===== config.mk =====
export PLATFORM = sky130hd
export DESIGN_NAME = sgd_step_scheduler_flat
export DESIGN_NICKNAME = d
export VERILOG_FILES = /design/src/rtl/sgd_step_scheduler_if.sv /design/src/rtl/sgd_step_scheduler.sv /design/src/flat_wrapper.sv
export SDC_FILE = /design/constraint.sdc
export NUM_CORES = 1
export LEC_CHECK = 0
export CAP_MARGIN = 10
export CORE_MARGIN = 2
export CORE_UTILIZATION = 35
export DETAILED_ROUTE_END_ITERATION = 8
export SLEW_MARGIN = 25
export SYNTH_ARGS = -nofsm -noshare
export SYNTH_HDL_FRONTEND = slang
export SYNTH_SLANG_ARGS = --single-unit
export TNS_END_PERCENT = 20

===== constraint.sdc =====
create_clock -name CLK -period 13.95 [get_ports CLK]
set_input_delay 2.79 -clock CLK [delete_from_list [all_inputs] [get_ports CLK]]
set_output_delay 2.79 -clock CLK [all_outputs]
set_load 0.1 [all_outputs]

===== src/rtl/sgd_step_scheduler_if.sv =====
// Handshake/config bundle between the training controller, the SGD step
// scheduler and the datapath it feeds.
interface sgd_step_scheduler_if #(
  parameter int ADDR_WIDTH = 12,
  parameter int MUL_LANES  = 3
);
  logic                  start;
  logic [3:0]            feat;
  logic [ADDR_WIDTH-1:0] data_points;
  logic [7:0]            epoch;
  logic                  hold;
  logic                  step_ready;
  logic [ADDR_WIDTH-1:0] addr;
  logic                  rd_en;
  logic                  step_valid;
  logic [1:0]            phase;
  logic [3:0]            chunk_base;
  logic [MUL_LANES-1:0]  lane_en;
  logic [7:0]            epoch_count;
  logic                  busy;
  logic                  done;

  modport master (
    output start, feat, data_points, epoch, hold, step_ready,
    input  addr, rd_en, step_valid, phase, chunk_base, lane_en, epoch_count, busy, done
  );

  modport slave (
    input  start, feat, data_points, epoch, hold, step_ready,
    output addr, rd_en, step_valid, phase, chunk_base, lane_en, epoch_count, busy, done
  );
endinterface


===== src/rtl/sgd_step_scheduler.sv =====
// SGD step sequencer: walks points/epochs, issues RAM reads and hands the
// datapath one LOADW/PRED/ERR/UPD step per handshake.
module sgd_step_scheduler #(
  parameter int ADDR_WIDTH   = 12,
  parameter int MAX_FEATURES = 15,
  parameter int MUL_LANES    = 3
) (
  input logic                CLK,
  input logic                RST,
  sgd_step_scheduler_if.slave bus
);

  typedef enum logic [2:0] {S_IDLE, S_FETCH, S_WAIT, S_STEP, S_PARK, S_DONE} state_e;

  localparam logic [1:0] PH_LOADW = 2'd0;
  localparam logic [1:0] PH_PRED  = 2'd1;
  localparam logic [1:0] PH_ERR   = 2'd2;
  localparam logic [1:0] PH_UPD   = 2'd3;

  state_e                state_q, state_d;
  logic                  resume_fetch_q, resume_fetch_d;
  logic [3:0]            feat_q, feat_d;
  logic [ADDR_WIDTH-1:0] dp_q, dp_d;
  logic [7:0]            ep_q, ep_d;
  logic [ADDR_WIDTH-1:0] addr_q, addr_d;
  logic [1:0]            phase_q, phase_d;
  logic [2:0]            chunk_q, chunk_d;
  logic [7:0]            ep_cnt_q, ep_cnt_d;
  logic                  done_q, done_d;
  logic                  rd_en_q, rd_en_d;
  logic                  step_valid_q, step_valid_d;
  logic                  busy_q, busy_d;
  logic [3:0]            chunk_base_q, chunk_base_d;
  logic [MUL_LANES-1:0]  lane_en_q, lane_en_d;

  logic       nxt_step, nxt_fetch, eop, last_chunk;
  logic [5:0] base_q_w, base_d_w;

  // A chunk is the last one once its lane window reaches past feat.
  assign base_q_w   = 6'd1 + 6'(MUL_LANES) * 6'(chunk_q);
  assign last_chunk = (base_q_w + 6'(MUL_LANES)) > {2'b00, feat_q};

  always_comb begin
    state_d        = state_q;
    resume_fetch_d = resume_fetch_q;
    feat_d         = feat_q;
    dp_d           = dp_q;
    ep_d           = ep_q;
    addr_d         = addr_q;
    phase_d        = phase_q;
    chunk_d        = chunk_q;
    ep_cnt_d       = ep_cnt_q;
    done_d         = done_q;
    nxt_step       = 1'b0;
    nxt_fetch      = 1'b0;
    eop            = 1'b0;

    case (state_q)
      S_IDLE, S_DONE: if (bus.start) begin
        feat_d = ({1'b0, bus.feat} > 5'(MAX_FEATURES)) ? 4'(MAX_FEATURES) : bus.feat;
        dp_d   = bus.data_points;
        ep_d   = bus.epoch;
        if (bus.data_points == '0 || bus.epoch == '0) begin
          state_d = S_DONE;
          done_d  = 1'b1;
        end else begin
          done_d   = 1'b0;
          ep_cnt_d = '0;
          addr_d   = '0;
          phase_d  = PH_LOADW;
          chunk_d  = '0;
          state_d  = S_FETCH;
        end
      end
      S_FETCH: state_d = S_WAIT;
      S_WAIT:  nxt_step = 1'b1;
      S_STEP: if (bus.step_ready) begin
        case (phase_q)
          PH_LOADW: begin
            addr_d    = ADDR_WIDTH'(1);
            phase_d   = (feat_q == '0) ? PH_ERR : PH_PRED;
            chunk_d   = '0;
            nxt_fetch = 1'b1;
          end
          PH_PRED: begin
            if (last_chunk) begin
              phase_d = PH_ERR;
              chunk_d = '0;
            end else begin
              chunk_d = chunk_q + 3'd1;
            end
            nxt_step = 1'b1;
          end
          PH_ERR: begin
            if (feat_q == '0) eop = 1'b1;
            else begin
              phase_d  = PH_UPD;
              chunk_d  = '0;
              nxt_step = 1'b1;
            end
          end
          default: begin
            if (last_chunk) eop = 1'b1;
            else begin
              chunk_d  = chunk_q + 3'd1;
              nxt_step = 1'b1;
            end
          end
        endcase
      end
      S_PARK: if (!bus.hold) state_d = resume_fetch_q ? S_FETCH : S_STEP;
      default: state_d = S_IDLE;
    endcase

    if (eop) begin
      phase_d = (feat_q == '0) ? PH_ERR : PH_PRED;
      chunk_d = '0;
      if (addr_q < dp_q) begin
        addr_d    = addr_q + ADDR_WIDTH'(1);
        nxt_fetch = 1'b1;
      end else begin
        ep_cnt_d = ep_cnt_q + 8'd1;
        if (ep_cnt_d == ep_q) begin
          state_d = S_DONE;
          done_d  = 1'b1;
          addr_d  = '0;
        end else begin
          addr_d    = ADDR_WIDTH'(1);
          nxt_fetch = 1'b1;
        end
      end
    end

    // Hold only parks at step boundaries; the target is remembered for resume.
    if (nxt_step || nxt_fetch) begin
      resume_fetch_d = nxt_fetch;
      if (bus.hold)       state_d = S_PARK;
      else if (nxt_fetch) state_d = S_FETCH;
      else                state_d = S_STEP;
    end
  end

  always_comb begin
    base_d_w     = 6'd1 + 6'(MUL_LANES) * 6'(chunk_d);
    chunk_base_d = base_d_w[3:0];
    lane_en_d    = '0;
    for (int i = 0; i < MUL_LANES; i++)
      lane_en_d[i] = (phase_d == PH_PRED || phase_d == PH_UPD) &&
                     ((base_d_w + 6'(i)) <= {2'b00, feat_d});
    rd_en_d      = (state_d == S_FETCH);
    step_valid_d = (state_d == S_STEP);
    busy_d       = !(state_d inside {S_IDLE, S_DONE});
  end

  always_ff @(posedge CLK or negedge RST) begin
    if (!RST) begin
      state_q        <= S_IDLE;
      resume_fetch_q <= 1'b0;
      feat_q         <= '0;
      dp_q           <= '0;
      ep_q           <= '0;
      addr_q         <= '0;
      phase_q        <= PH_LOADW;
      chunk_q        <= '0;
      ep_cnt_q       <= '0;
      done_q         <= 1'b0;
      rd_en_q        <= 1'b0;
      step_valid_q   <= 1'b0;
      busy_q         <= 1'b0;
      chunk_base_q   <= '0;
      lane_en_q      <= '0;
    end else begin
      state_q        <= state_d;
      resume_fetch_q <= resume_fetch_d;
      feat_q         <= feat_d;
      dp_q           <= dp_d;
      ep_q           <= ep_d;
      addr_q         <= addr_d;
      phase_q        <= phase_d;
      chunk_q        <= chunk_d;
      ep_cnt_q       <= ep_cnt_d;
      done_q         <= done_d;
      rd_en_q        <= rd_en_d;
      step_valid_q   <= step_valid_d;
      busy_q         <= busy_d;
      chunk_base_q   <= chunk_base_d;
      lane_en_q      <= lane_en_d;
    end
  end

  assign bus.addr        = addr_q;
  assign bus.rd_en       = rd_en_q;
  assign bus.step_valid  = step_valid_q;
  assign bus.phase       = phase_q;
  assign bus.chunk_base  = chunk_base_q;
  assign bus.lane_en     = lane_en_q;
  assign bus.epoch_count = ep_cnt_q;
  assign bus.busy        = busy_q;
  assign bus.done        = done_q;

endmodule


===== src/flat_wrapper.sv =====
// flat-port wrapper written by rule: the top's interface ports become plain ports
module sgd_step_scheduler_flat 
#(
  parameter int ADDR_WIDTH   = 12,
  parameter int MAX_FEATURES = 15,
  parameter int MUL_LANES    = 3
)
  (CLK, RST, bus_start, bus_feat, bus_data_points, bus_epoch, bus_hold, bus_step_ready, bus_addr, bus_rd_en, bus_step_valid, bus_phase, bus_chunk_base, bus_lane_en, bus_epoch_count, bus_busy, bus_done);
  sgd_step_scheduler_if #(.ADDR_WIDTH(ADDR_WIDTH), .MUL_LANES(MUL_LANES)) bus_i ();
  input logic CLK;
  input logic RST;
  input wire logic [$bits(bus_i.start)-1:0] bus_start;
  input wire logic [$bits(bus_i.feat)-1:0] bus_feat;
  input wire logic [$bits(bus_i.data_points)-1:0] bus_data_points;
  input wire logic [$bits(bus_i.epoch)-1:0] bus_epoch;
  input wire logic [$bits(bus_i.hold)-1:0] bus_hold;
  input wire logic [$bits(bus_i.step_ready)-1:0] bus_step_ready;
  output wire logic [$bits(bus_i.addr)-1:0] bus_addr;
  output wire logic [$bits(bus_i.rd_en)-1:0] bus_rd_en;
  output wire logic [$bits(bus_i.step_valid)-1:0] bus_step_valid;
  output wire logic [$bits(bus_i.phase)-1:0] bus_phase;
  output wire logic [$bits(bus_i.chunk_base)-1:0] bus_chunk_base;
  output wire logic [$bits(bus_i.lane_en)-1:0] bus_lane_en;
  output wire logic [$bits(bus_i.epoch_count)-1:0] bus_epoch_count;
  output wire logic [$bits(bus_i.busy)-1:0] bus_busy;
  output wire logic [$bits(bus_i.done)-1:0] bus_done;
  assign bus_i.start = bus_start;
  assign bus_i.feat = bus_feat;
  assign bus_i.data_points = bus_data_points;
  assign bus_i.epoch = bus_epoch;
  assign bus_i.hold = bus_hold;
  assign bus_i.step_ready = bus_step_ready;
  assign bus_addr = bus_i.addr;
  assign bus_rd_en = bus_i.rd_en;
  assign bus_step_valid = bus_i.step_valid;
  assign bus_phase = bus_i.phase;
  assign bus_chunk_base = bus_i.chunk_base;
  assign bus_lane_en = bus_i.lane_en;
  assign bus_epoch_count = bus_i.epoch_count;
  assign bus_busy = bus_i.busy;
  assign bus_done = bus_i.done;
  sgd_step_scheduler #(.ADDR_WIDTH(ADDR_WIDTH), .MAX_FEATURES(MAX_FEATURES), .MUL_LANES(MUL_LANES)) u_core (.CLK(CLK), .RST(RST), .bus(bus_i));
endmodule

# [Word-level counts from Yosys, hierarchy flattened]
# Index checks and enable logic that the tools add are counted.
[word_totals] in_bits=29 output_inout_bits=33 regBits=64 word_cells=133
[op_classes] n_mul=2 n_eq_ne=17 order_cmp=5 add_sub_neg=8 muxes=66 n_reduce_logical=20
[ops] operator="2-to-1 mux 12 bit" count=6
[ops] operator="2-to-1 mux 3 bit" count=15
[ops] operator="2-to-1 mux 8 bit" count=5
[ops] operator="case mux 12 bit (2 select lines)" count=1
[ops] operator="2-to-1 mux 1 bit" count=20
[ops] operator="<= comparator 6 x 4 -> 1 bit" count=3
[ops] operator="2-to-1 mux 2 bit" count=9
[ops] operator="adder 1 x 5 -> 6 bit, first input constant" count=2
[ops] operator="adder 12 x 1 -> 12 bit, second input constant" count=1
[ops] operator="adder 6 x 2 -> 6 bit, second input constant" count=2
[ops] operator="zero test 12 bit" count=1
[ops] operator="less-than comparator 12 bit" count=1
[ops] operator="case mux 3 bit (4 select lines)" count=1
[ops] operator="multiplier 2 x 3 -> 5 bit, first input constant" count=2
[ops] operator="equality test 3 x 2 -> 1 bit, second input constant" count=3
[ops] operator="equality test 3 bit, second input constant" count=3
[ops] operator="inequality test 3 x 2 -> 1 bit, second input constant" count=3
[ops] operator="case mux 3 bit (3 select lines)" count=1
[ops] operator="adder 8 x 1 -> 8 bit, second input constant" count=1
[ops] operator="equality test 8 bit" count=1
[ops] operator="zero test 8 bit" count=1
[ops] operator="2-to-1 mux 4 bit" count=2
[ops] operator="adder 6 x 1 -> 6 bit, second input constant" count=1
[ops] operator="equality test 3 x 1 -> 1 bit, second input constant" count=2
[ops] operator="other kinds (21)" count=31

# [Logic depth before layout (Yosys ltp)]
# Gate-level depths: netlist (run 1).
[logic_depth] ltp_word=15 ltp_mapped=24 mapped_depth_nobuf=24

# [Worst setup path before layout (run 1)]
# Ideal clock, no wire load.
[synth_timing] path_kind="input to register" start="input bus_step_ready" end="register u_core.lane_en_q[1] (netlist: u_core.bus.lane_en[1])" t_arrival_ns=5.905 slack_ns=7.966 setup_time_ns=0.079 required_time_ns=13.871 n_path_buf=0 stages=15 cell_sequence="inv_1 -> nor2_1 -> nand2_1 -> o21ai_0 -> inv_1 -> fa_1 -> inv_1 -> ha_1 -> nand2_1 -> xnor2_1 -> ha_1 -> o21a_1 -> o21ai_0 -> o2111ai_1 -> mux2i_1"
[synth_via] elab_chain_len=8 elab_cells_between_ends=16 classes_between="add/sub (2); mul (1); order compare (1); eq/ne (2); mux (8); reduce/logical (2)"
[synth_rtl] item="from (decl)" line_no="flat_wrapper.sv:17" text="input wire logic [$bits(bus_i.step_ready)-1:0] bus_step_ready;"
[synth_rtl] item="2-to-1 mux 3 bit / 2-to-1 mux 1 bit (equally long branches)" line_no="sgd_step_scheduler.sv:77" text="S_STEP: if (bus.step_ready) begin"
[synth_rtl] item="case mux 3 bit (2 select lines) / 2-to-1 mux 1 bit (equally long branches)" line_no="sgd_step_scheduler.sv:58" text="case (state_q)"
[synth_rtl] item="2-to-1 mux 3 bit (*)" line_no="sgd_step_scheduler.sv:115" text="if (eop) begin"
[synth_rtl] item="multiplier 2 x 3 -> 5 bit (*)" line_no="sgd_step_scheduler.sv:144" text="base_d_w = 6'd1 + 6'(MUL_LANES) * 6'(chunk_d);"
[synth_rtl] item="adder 1 x 5 -> 6 bit (*)" line_no="sgd_step_scheduler.sv:144"
[synth_rtl] item="named net u_core.base_d_w[1]" line_no="sgd_step_scheduler.sv:37" text="logic [5:0] base_q_w, base_d_w;"
[synth_rtl] item="adder 6 x 1 -> 6 bit (*)" line_no="sgd_step_scheduler.sv:149" text="((base_d_w + 6'(i)) <= {2'b00, feat_d});"
[synth_rtl] item="<= comparator 6 x 4 -> 1 bit (*)" line_no="sgd_step_scheduler.sv:149"
[synth_rtl] item="logical AND 1 bit (*)" line_no="sgd_step_scheduler.sv:148" text="lane_en_d[i] = (phase_d == PH_PRED || phase_d == PH_UPD) &&"
[synth_rtl] item="named net u_core.lane_en_d[1]" line_no="sgd_step_scheduler.sv:34" text="logic [MUL_LANES-1:0] lane_en_q, lane_en_d;"
[synth_rtl] item="to (signal assigned)" line_no="sgd_step_scheduler.sv:187" text="lane_en_q <= lane_en_d;"
[synth_rtl] item="to (decl)" line_no="sgd_step_scheduler.sv:34"
# Mark *: on every way through the listed nets, which the timed path passes. The rest lies on a longest branch.
# A chain may end at the register's enable or synchronous reset.

# [Final worst setup path (run 1)]
[layout_timing] start="input bus_data_points[1]" end="register u_core.lane_en_q[1] (netlist: u_core.bus.lane_en[1])"
[layout_via] elab_chain_len=11 elab_cells_between_ends=18 classes_between="add/sub (2); mul (1); order compare (1); eq/ne (2); mux (8); reduce/logical (4)"
[layout_rtl] item="from (decl)" line_no="flat_wrapper.sv:14" text="input wire logic [$bits(bus_i.data_points)-1:0] bus_data_points;"
[layout_rtl] item="zero test 12 bit" line_no="sgd_step_scheduler.sv:63" text="if (bus.data_points == '0 || bus.epoch == '0) begin"
[layout_rtl] item="logical OR 1 bit" line_no="sgd_step_scheduler.sv:63"
[layout_rtl] item="2-to-1 mux 3 bit" line_no="sgd_step_scheduler.sv:63"
[layout_rtl] item="2-to-1 mux 3 bit" line_no="sgd_step_scheduler.sv:59" text="S_IDLE, S_DONE: if (bus.start) begin"
[layout_rtl] item="case mux 3 bit (2 select lines)" line_no="sgd_step_scheduler.sv:58"
[layout_rtl] item="2-to-1 mux 3 bit" line_no="sgd_step_scheduler.sv:115"
[layout_rtl] item="multiplier 2 x 3 -> 5 bit" line_no="sgd_step_scheduler.sv:144"
[layout_rtl] item="adder 1 x 5 -> 6 bit" line_no="sgd_step_scheduler.sv:144"
[layout_rtl] item="named net u_core.base_d_w[1]" line_no="sgd_step_scheduler.sv:37"
[layout_rtl] item="adder 6 x 1 -> 6 bit" line_no="sgd_step_scheduler.sv:149"
[layout_rtl] item="<= comparator 6 x 4 -> 1 bit" line_no="sgd_step_scheduler.sv:149"
[layout_rtl] item="logical AND 1 bit" line_no="sgd_step_scheduler.sv:148"
[layout_rtl] item="named net u_core.lane_en_d[1]" line_no="sgd_step_scheduler.sv:34"
# The timed path passes the listed nets, and every way through them passes these cells.

==> impl_results.md, run 1 <==
- Status: finished clean
- Total negative slack: 0 ps
- PwrDens: 195 nW/um2
- Total track usage: 0.154
- Fin nets: 552
- Seq/Total Area, Yosys: 0.373
- GRT overflow: 0
- Vias in the first global route: 3222
- Height of the chip: 114 um
- CP Launch Type: input pin
- Via count: 3270
- Antenna Nets Post-Route: 0
- Placed Area: about 5000 um2
- Worst-path fanout max: 13
- Layout cell share with drive strength beyond 1: 0.113
- Mean Syn Cell Area: 9.95 um2
- First-pass GRT wire length: roughly 16 mm
- DP Cell Count: 618
- Hold Startpoint: u_core.resume_fetch_q
- Crit path kind: input pin to register
- DRT Wirelength: 9.55 mm
- Core area: 11900 um2
- WP data required: 14200 ps
- CTS Buf Count: 9
- Top area cells in the synthesized netlist: dfrtp_1 (37%), ha_1 (12%), mux2_2 (5.9%), inv_1 (3.2%), xor2_1 (3.1%)
- Port bufs: between 60 and 70
- Worst Hold Path Cells: 2
- Min cycle time layout: between 7000 and 8000 ps
- WHS: about 500 ps
- Hold Crit Endpoint: u_core.resume_fetch_q
- Die ar.: around 13000 um2
- Final GP Congestion: 0.814
- DR WL/cell: 15.1 um
- DRT iter0 DRCs: 116
- Vias per cell: 5.17
- HP Class: register to register
- Post-CTS sizing: 0
- Critical Path AT: 7580 ps
- Worst Reg-to-Reg Cells: 24
- Clock-pin slew on the worst setup and hold paths: ~50 ps
- Cells after Synth: 425
- Max-slew violations: 0
- Skew final: 8.27 ps
- DR pass1 iterations: 4
- Setup repair after global routing missed its margin: no
- Fin crit share: 0.525
- Async SR Flop Fraction: 1.00
- Initial antenna violation count: 0
- Hold-fix buffers at CTS: 0
- Synth-to-Final Area Change: 24.6%
- # DRC: 0
- Yosys cell types: 66
- Post-Syn Area: 4230 um2
- Largest net degree at the start of global routing: between 60 and 70
- Max-Cap Viols: 0
- Final hold violation count: 0
- Endpoint class of the critical path: register
- Reg2Reg Capture Point: u_core.bus.lane_en[1]
- H-tree depth: 3
- Synth Register Bits: 63
- Clock Latency Late Sink: 320 ps
- Starting Density: 0.355
- Design Area, Final: 5270 um2
- Worst vdd ir: 0.115 mV
- Post-synth EDFFs: 0
- Max-slew headroom: 0.326
- Post-route insts no fill: 633
- CTS Sinks: 63
- Synth warn: 0
- Slew @ Worst Pin: a little over 1000 ps
- Hpwl dp: 7.14 mm
- Final Setup Violations: 0
- Largest area contributor in the synthesized netlist: dfrtp_1
- Ports: 62
- Top-area cell type share of the netlist area: 0.373
- Maximum clock rate: 137 MHz
- Register-to-Register Setup Slack: 8280 ps
- Pleak: ~2.4 nW
- Bufs on Longest Clock Path: 2
- Syn Nets: 495
- CTS tree: yes
- Antenna cells: 0
- Postcts setup bufs: 0
- R2R Path Start: u_core.chunk_q[1]
- Power, Total: approximately 1.0 mW
- Most used DFF post-synth: dfrtp_1
- Die width: 114 um
- CTS Root Buffer Type: clkbuf_16
- Rows: 40
registers in the layout, indices dropped and copies added, names as in the netlist, 2 cells and up:
register / flops
u_core.feat_q: 4
u_core.chunk_q: 3
u_core.bus.phase: 2
u_core.dp_q: 12
u_core.bus.chunk_base: 3
u_core.bus.addr: 12
u_core.bus.epoch_count: 8
u_core.state_q: 3
u_core.bus.lane_en: 3
u_core.ep_q: 8
critical path, stage by stage:
cell and delay (ps):
clkdlybuf4s50_1 420, nor4_1 610, nand3_1 270, nand3b_1 530, nand3_1 130, o21ai_1 380
inv_1 240, fa_1 530, inv_1 200, ha_1 240, nand2_1 100, xnor2_1 170
ha_1 320, o21a_1 110, o21ai_0 230, o2111ai_1 150, mux2i_1 150
report_power, final:
| group | switching (mW) | total (mW) | internal [mW] |
|---|---|---|---|
| Sequential | 0.0498 | 0.291 | 0.241 |
| Combinational | 0.301 | 0.501 | 0.201 |
| Clock | 0.0772 | 0.237 | 0.160 |
synth_stat cells, types with 3 or more instances:
cell type / n
a21o_1: 4
a21oi_1: 17
a31oi_1: 7
and3_1: 3
and4_1: 5
buf_1: 3
buf_2: 7
clkbuf_1: 6
dfrtp_1: 63
ha_1: 39
inv_1: 36
mux2_2: 22
mux2i_1: 11
nand2_1: 25
nand2b_1: 3
nand3_1: 22
nand3b_1: 4
nor2_1: 28
nor2b_1: 10
nor3_1: 4
nor4_1: 6
o21a_1: 6
o21ai_0: 17
xnor2_1: 7
xor2_1: 15
metrics by stage:
stage	setup WS [ps]	util
finish	6620	0.443
global route	6180	0.443
CTS	6540	0.443
detailed placement	6220	0.416
global placement	6480	0.416
floorplan	7970	-
area by class of cell:
class | count | area [um2]
timing repair buffer | 63 | 621
tap | 147 | 184
fill | 1160 | 6640
inverter | 36 | 135
clock buffer | 11 | 243
clock inverter | 4 | 70.1
multi-input combinational | 309 | 2440
sequential | 63 | 1580
metal layers:
layer	wire (um)	GRT usage
met1	4470	0.202
met4	41	0.0447
met3	369	0.0377
met5	0	0
met2	4660	0.254
logic make-up (layout without fill, tap and decap cells):
family / count (synthesis) / in the layout / share of synthesized area
AO/OA/AOI/OAI: 80 / 80 / 0.133
AND/OR/NAND/NOR: 129 / 129 / 0.169
multiplexers: 33 / 33 / 0.0846
adder cells (fa/ha/maj): 41 / 41 / 0.125
XOR/XNOR: 26 / 26 / 0.0660
buffers and inverters: 53 / 114 / 0.0500
flip-flops: 63 / 63 / 0.373
worst max path at each step:
stage | start | end | slack, ps
final | bus_data_points[1] | u_core.bus.lane_en[1] | 6620
after global routing | bus_data_points[1] | u_core.bus.lane_en[1] | 6180
after CTS | bus_data_points[1] | u_core.bus.lane_en[1] | 6540
after detailed placement | bus_data_points[1] | u_core.bus.lane_en[1] | 6220
after global placement | bus_data_points[1] | u_core.bus.lane_en[1] | 6480
after floorplan | bus_step_ready | u_core.bus.lane_en[1] | 7970
cell usage in the layout (no fill, tap or decap), types with 6 or more instances in the layout:
| master | netlist | routed |
|---|---|---|
| nand3_1 | 22 | 22 |
| clkdlybuf4s50_1 | 0 | 60 |
| nor2_1 | 28 | 28 |
| a31oi_1 | 7 | 7 |
| ha_1 | 39 | 39 |
| xnor2_1 | 7 | 7 |
| a21oi_1 | 17 | 17 |
| o21ai_0 | 17 | 16 |
| inv_1 | 36 | 36 |
| mux2_2 | 22 | 22 |
| o21a_1 | 6 | 6 |
| nor4_1 | 6 | 6 |
| dfrtp_1 | 63 | 63 |
| nor2b_1 | 10 | 10 |
| clkbuf_16 | 0 | 9 |
| mux2i_1 | 11 | 11 |
| xor2_1 | 15 | 15 |
| nand2_1 | 25 | 25 |
(Power assumes the default switching activity.)
==> inputs of run 2 (changes only) <==
Clock period 13.95 ns to 6.5 ns, I/O delays scaled along.
==> run 2 against run 1 <==
Against the previous run: sequential power up 120%; first-iteration DRC count shrank 16%; critical path depth up 7; non-clock buffer count rose by 1; cell area shrank 0.12%; clock skew shrank 1.0 ps; combinational power increased by 120%; total power increased by 110%; register-to-register slack got worse by 7400 ps; global-route usage decreased by 0.050 points; largest power group unchanged.
==> impl_results.md, run 2 (synthesis gave the netlist of run 1 again) <==
- CTS Sinks: 63 (unchanged)
- Power, Total: 2.19 mW (+110%)
- Final GP Congestion: 0.830 (+1.9%)
- Worst-path fanout max: 6 (-7)
- PwrDens: 416 nW/um2 (+110%)
- Setup repair after global routing missed its margin: no
- Skew final: 7.25 ps (-1.02 ps)
- DRT iter0 DRCs: 98 (-16%)
- Critical Path AT: 5890 ps (-1690 ps)
- Slew @ Worst Pin: 982 ps (-26.1 ps)
- Post-route insts no fill: 635 (+0.32%)
- DR pass1 iterations: 4 (unchanged)
- DRT Wirelength: 9.54 mm (about the same)
- Bufs on Longest Clock Path: 2 (unchanged)
- Cell-internal power: 1.26 mW (+110%)
- Postcts setup bufs: 0 (unchanged)
- CTS tree: yes
- Most frequent cells in the layout: dfrtp_1 (63), clkdlybuf4s50_1 (60), ha_1 (39), inv_1 (36), nor2_1 (28)
- DP Cell Count: 619 (+0.16%)
- Combinational Power Share: 0.494 (+0.007)
- Endpoint class of the critical path: register
- Final hold violation count: 0 (unchanged)
- Clock Latency Late Sink: 330 ps (about the same)
- # DRC: 0 (unchanged)
- Placed Area: 4970 um2 (+0.15%)
- CTS Root Buffer Type: clkbuf_16
- CP Launch Type: register
- CTS Buf Count: 9 (unchanged)
- Fin crit share: 0.867
- Post-CTS sizing: 0 (unchanged)
- Height of the chip: 114 um (unchanged)
- Status: finished clean
- Die width: 114 um (unchanged)
- Layout cell share with drive strength beyond 1: 0.117 (+0.00363)
- Pleak: 2.36 nW (-0.20%)
- Post-Place Worst Slack: 683 ps (-5530 ps)
- Maximum clock rate: approximately 180 MHz
- Clock-pin slew on the worst setup and hold paths: 50 ps (about the same)
- Total negative slack: 0 ps (unchanged)
- Final Setup Violations: 0 (unchanged)
- Via count: 3278 (+0.24%)
- Final setup margin: 861 ps (-5760 ps)
- Vias per cell: 5.16 (about the same)
- Final core area utilization: 0.442 (-0.000525)
- WP data required: 6760 ps (-7440 ps)
- Total track usage: 0.154 (-0.000503)
- Worst Hold Path Cells: 1 (-1)
- Port bufs: 61 (unchanged)
- Largest net degree at the start of global routing: 64 (unchanged)
- Fill cell count: 1171 (+0.95%)
- Crit path kind: register to register
- Max-Cap Viols: 0 (unchanged)
- First-pass GRT wire length: 15.9 mm (-0.26%)
- H-tree depth: 3 (unchanged)
- Rows: 40 (unchanged)
- Design Area, Final: 5270 um2 (-0.12%)
- Worst Reg-to-Reg Cells: 24 (unchanged)
- Hold-fix buffers at CTS: 0 (unchanged)
- Initial antenna violation count: 0 (unchanged)
- Commonest non-fill, non-tap cell in the layout: dfrtp_1
- Max-slew violations: 0 (unchanged)
- Vias in the first global route: 3291 (+2.1%)
- Ports: 62 (unchanged)
- Reg power frac: 0.286 (+0.004)
- GRT overflow: 0 (unchanged)
- Die ar.: 13000 um2 (unchanged)
- Top cell by count, worst path: ha_1
- HP Class: register to register
- Clock power frac: 0.221 (-0.009)
- Worst path cell trace: ha_1 -> inv_1 -> fa_1 -> inv_1 -> ha_1 -> o211ai_1 -> a21oi_1 -> or3_1 -> inv_1 -> ha_1 -> nor2b_1 -> o21ai_0 -> a221oi_1 -> a31oi_1 -> fa_1 -> inv_1 -> ha_1 -> nand2_1 -> xnor2_1 -> ha_1 -> o21a_1 -> o21ai_0 -> o2111ai_1 -> mux2i_1
- Antenna Nets Post-Route: 0 (unchanged)
- DR WL/cell: 15.0 um (-0.41%)
- Worst vdd ir: 0.198 mV (+73%)
- CP max-delay cell: a31oi_1
- Slowest cell delay on critical path: 600 ps (about the same)
- Antenna cells: 0 (unchanged)
- Fin nets: 553 (+0.18%)
- Sw frac: 0.426 (+0.0103)
- Hpwl dp: 7.11 mm (-0.37%)
- Min cycle time layout: 5640 ps
- WHS: 506 ps (+1.37 ps)
- Starting Density: 0.355 (unchanged)
- Core area: 11900 um2 (unchanged)
- Psw: 0.934 mW (+120%)
- Synth-to-Final Area Change: 24.5%
- Max-slew headroom: 0.338 (+0.0126)
[run 2: changes by cell type in the layout (fill, tap and decap cells not counted), sizes merged]
cell | previous run | this run
buf | 3 | 4
bufinv | 2 | 1
clkinvlp | 0 | 1
inv | 36 | 37
[run 2: area by class of cell]
| type | instances | area (um2) | area share |
|---|---|---|---|
| multi-input cells | 309 | 2440 | 0.464 |
| flip-flops and latches | 63 | 1580 | 0.299 |
| repair buffers | 64 | 628 | 0.119 |
| clock buffers | 11 | 243 | 0.0461 |
| well taps | 147 | 184 | 0.0349 |
| inverters | 36 | 135 | 0.0257 |
| clock inverters | 5 | 56.3 | 0.0107 |
[run 2: path summary, 6_finish.rpt]
check,slack [ps],to,startpoint
setup / recovery,860,u_core.bus.lane_en[1],u_core.chunk_q[1]
hold / removal,510,u_core.dp_q[0],u_core.dp_q[0]
setup reg to reg,860,u_core.bus.lane_en[1],u_core.chunk_q[1]
hold reg to reg,510,u_core.dp_q[0],u_core.dp_q[0]
max in group asynchronous,4830,u_core.feat_q[2],RST
min in group asynchronous,1130,u_core.bus.addr[3],RST
[run 2: critical path, delay by kind of cell (launching register included)]
family | cells | cell delay [ps]
DFF | 1 | 440
AOI/OAI and AO/OA | 8 | 1570
muxes | 1 | 150
and+or+nand+nor | 3 | 580
xor gates and xnor gates | 1 | 170
adders and majority gates | 7 | 2210
buffers and inverters | 4 | 410
[run 2: per-layer routing]
metal | GRT usage | wire (um) | vias to the layer above
li1 | - | - | 1629
met1 | 0.194 | 4420 | 1573
met2 | 0.252 | 4550 | 64
met3 | 0.0436 | 433 | 12
met4 | 0.0561 | 128 | 0
met5 | 0 | 0 | -
[run 2: power groups by stage]
stage / clock network [mW] / logic (mW) / registers (mW)
after CTS: 0.492 / 1.09 / 0.629
after global routing: 0.508 / 1.20 / 0.645
after detailed placement: 0 / 1.09 / 0.635
after global placement: 0 / 1.08 / 0.630
after floorplan: 0 / 0.685 / 0.782
final: 0.484 / 1.08 / 0.626
==> inputs of run 3 (changes only) <==
Clock period 6.5 ns to 6.4 ns, I/O delays scaled along.
==> run 3 against run 2 <==
Against the previous run: via count hardly changed; largest cell class unchanged; critical path depth stayed put; largest power group unchanged; worst setup slack worse by 200 ps; core utilization stayed put; combinational power hardly changed.
==> impl_results.md, run 3 (synthesis gave the netlist of run 1 again) <==
- Critical Path AT: 6000 ps (+110 ps)
- Bufs on Longest Clock Path: 2 (unchanged)
- Initial antenna violation count: 0 (unchanged)
- CP Launch Type: register
- Layout cell share with drive strength beyond 1: 0.119 (+0.00205)
- Die ar.: 13000 um2 (unchanged)
- Post-CTS sizing: 0 (unchanged)
- Final GP Congestion: 0.822 (-0.98%)
- DRT iter0 DRCs: 117 (+19%)
- Clock-pin slew on the worst setup and hold paths: 50 ps (about the same)
- Register-to-Register Setup Slack: 660 ps (-200 ps)
- Core area: 11900 um2 (unchanged)
- CTS Buf Count: 9 (unchanged)
- Synth-to-Final Area Change: 24.5% (unchanged)
- Hpwl dp: 7.19 mm (+1.1%)
- Clock Latency Late Sink: 340 ps (about the same)
- Total negative slack: 0 ps (unchanged)
- Crit path kind: register to register
- CTS Root Buffer Type: clkbuf_16
- Final setup margin: 659 ps (-202 ps)
- DR pass1 iterations: 4 (unchanged)
- WP data required: 6660 ps (-100 ps)
- Largest net degree at the start of global routing: 64 (unchanged)
- Reg2Reg Capture Point: u_core.bus.lane_en[1]
- Final Setup Violations: 0 (unchanged)
- DR WL/cell: 15.4 um (+2.3%)
- Hold Startpoint: u_core.bus.done
- Worst Hold Path Cells: 2 (+1)
- Commonest non-fill, non-tap cell in the layout: dfrtp_1
- Worst vdd ir: 0.241 mV (+22%)
- First-pass GRT wire length: 16.3 mm (+2.9%)
- Worst Reg-to-Reg Cells: 24 (unchanged)
- Max-slew headroom: 0.330 (-0.00851)
- Worst Setup EP: u_core.bus.lane_en[1]
- Power, Total: 2.23 mW (+1.7%)
- Post-Place Worst Slack: 462 ps (-221 ps)
- Min cycle time layout: 5740 ps (+102 ps)
- CTS Sinks: 63 (unchanged)
- Postcts setup bufs: 0 (unchanged)
- Fin nets: 553 (unchanged)
- CTS tree: yes
- Pleak: 2.36 nW (about the same)
- Antenna Nets Post-Route: 0 (unchanged)
- Setup crit start: u_core.chunk_q[1]
- Height of the chip: 114 um (unchanged)
- Max-Cap Viols: 0 (unchanged)
- Rows: 40 (unchanged)
- Slew @ Worst Pin: 1000 ps (+20.0 ps)
- Hold-fix buffers at CTS: 0 (unchanged)
- Endpoint class of the critical path: register
- Maximum clock rate: 174 MHz (-1.8%)
- Status: finished clean
- Antenna cells: 0 (unchanged)
- Final hold violation count: 0 (unchanged)
- Ports: 62 (unchanged)
- Vias in the first global route: 3320 (+0.88%)
- HP Class: register to register
- # DRC: 0 (unchanged)
- DRT Wirelength: 9.76 mm (+2.3%)
- GRT overflow: 0 (unchanged)
- Setup repair after global routing missed its margin: no
- Via count: 3281 (+0.092%)
- Port bufs: 61 (unchanged)
- PwrDens: 423 nW/um2 (+1.7%)
- Vias per cell: 5.17 (about the same)
- H-tree depth: 3 (unchanged)
- Fin crit share: 0.897 (+0.0295)
- Most frequent cells in the layout: dfrtp_1 (63), clkdlybuf4s50_1 (60), ha_1 (39), inv_1 (36), nor2_1 (28)
- Total track usage: 0.160 (+0.00587)
- Starting Density: 0.355 (unchanged)
- Skew final: 9.46 ps (+2.21 ps)
- Worst-path fanout max: 6 (unchanged)
- R2R Path Start: u_core.chunk_q[1]
- Max-slew violations: 0 (unchanged)
- Die width: 114 um (unchanged)
[run 3: cell count changes in the layout (fill, tap and decap cells not counted)]
cell        change
clkbuf_1        -1
clkinv_2        +1
clkinvlp_4      +1
inv_6           -1
o21ai_0         -1
o21ai_1         +1
[run 3: layout make-up]
type                    instances  area [um2]
multi-input cells             309        2440
clock buffers                  10         239
repair buffers                 64         628
clock inverters                 6        60.1
flip-flops and latches         63        1580
inverters                      36         135
fillers                      1173        6650
well taps                     147         184
[run 3: per-stage QoR]
stage / utilization / hold WS (ps) / cells / area, um2
2_1_floorplan: - / 465 / 425 / 4230
6_report: 0.442 / 502 / 635 / 5270
5_1_grt: 0.442 / 527 / 635 / 5270
4_1_cts: 0.442 / 509 / 635 / 5270
3_3_place_gp: 0.417 / 491 / 619 / 4970
3_5_place_dp: 0.417 / 496 / 619 / 4970
[run 3: routing by layer]
layer / GRT usage / vias up / part of all wire
met1: 0.205 / 1579 / 0.45
met3: 0.0345 / 9 / 0.049
met4: 0.0602 / 0 / 0.012
li1: - / 1619 / -
met2: 0.265 / 74 / 0.49
met5: 0 / - / 0
[run 3: where the power goes]
part / internal [mW] / leakage (nW) / switching, mW
Clock: 0.309 / 0.144 / 0.179
Sequential: 0.525 / 0.806 / 0.111
Combinational: 0.441 / 1.41 / 0.664
[run 3: worst min path at each step]
| stage | to | slack (ps) |
|---|---|---|
| after floorplan | u_core.resume_fetch_q | 460 |
| after global placement | u_core.dp_q[11] | 490 |
| after detailed placement | u_core.bus.done | 500 |
| after CTS | u_core.bus.done | 510 |
| after global routing | u_core.dp_q[1] | 530 |
| final | u_core.bus.done | 500 |
[run 3: critical path: stages (launching register included)]
cell	delay (ps)
dfrtp_1	440
ha_1	240
inv_1	90
fa_1	490
inv_1	50
ha_1	280
o211ai_1	130
a21oi_1	100
or3_1	450
inv_1	100
ha_1	120
nor2b_1	40
o21ai_0	160
a221oi_1	110
a31oi_1	620
fa_1	570
inv_1	200
ha_1	260
nand2_1	110
xnor2_1	170
ha_1	310
o21a_1	110
o21ai_0	220
o2111ai_1	150
mux2i_1	150
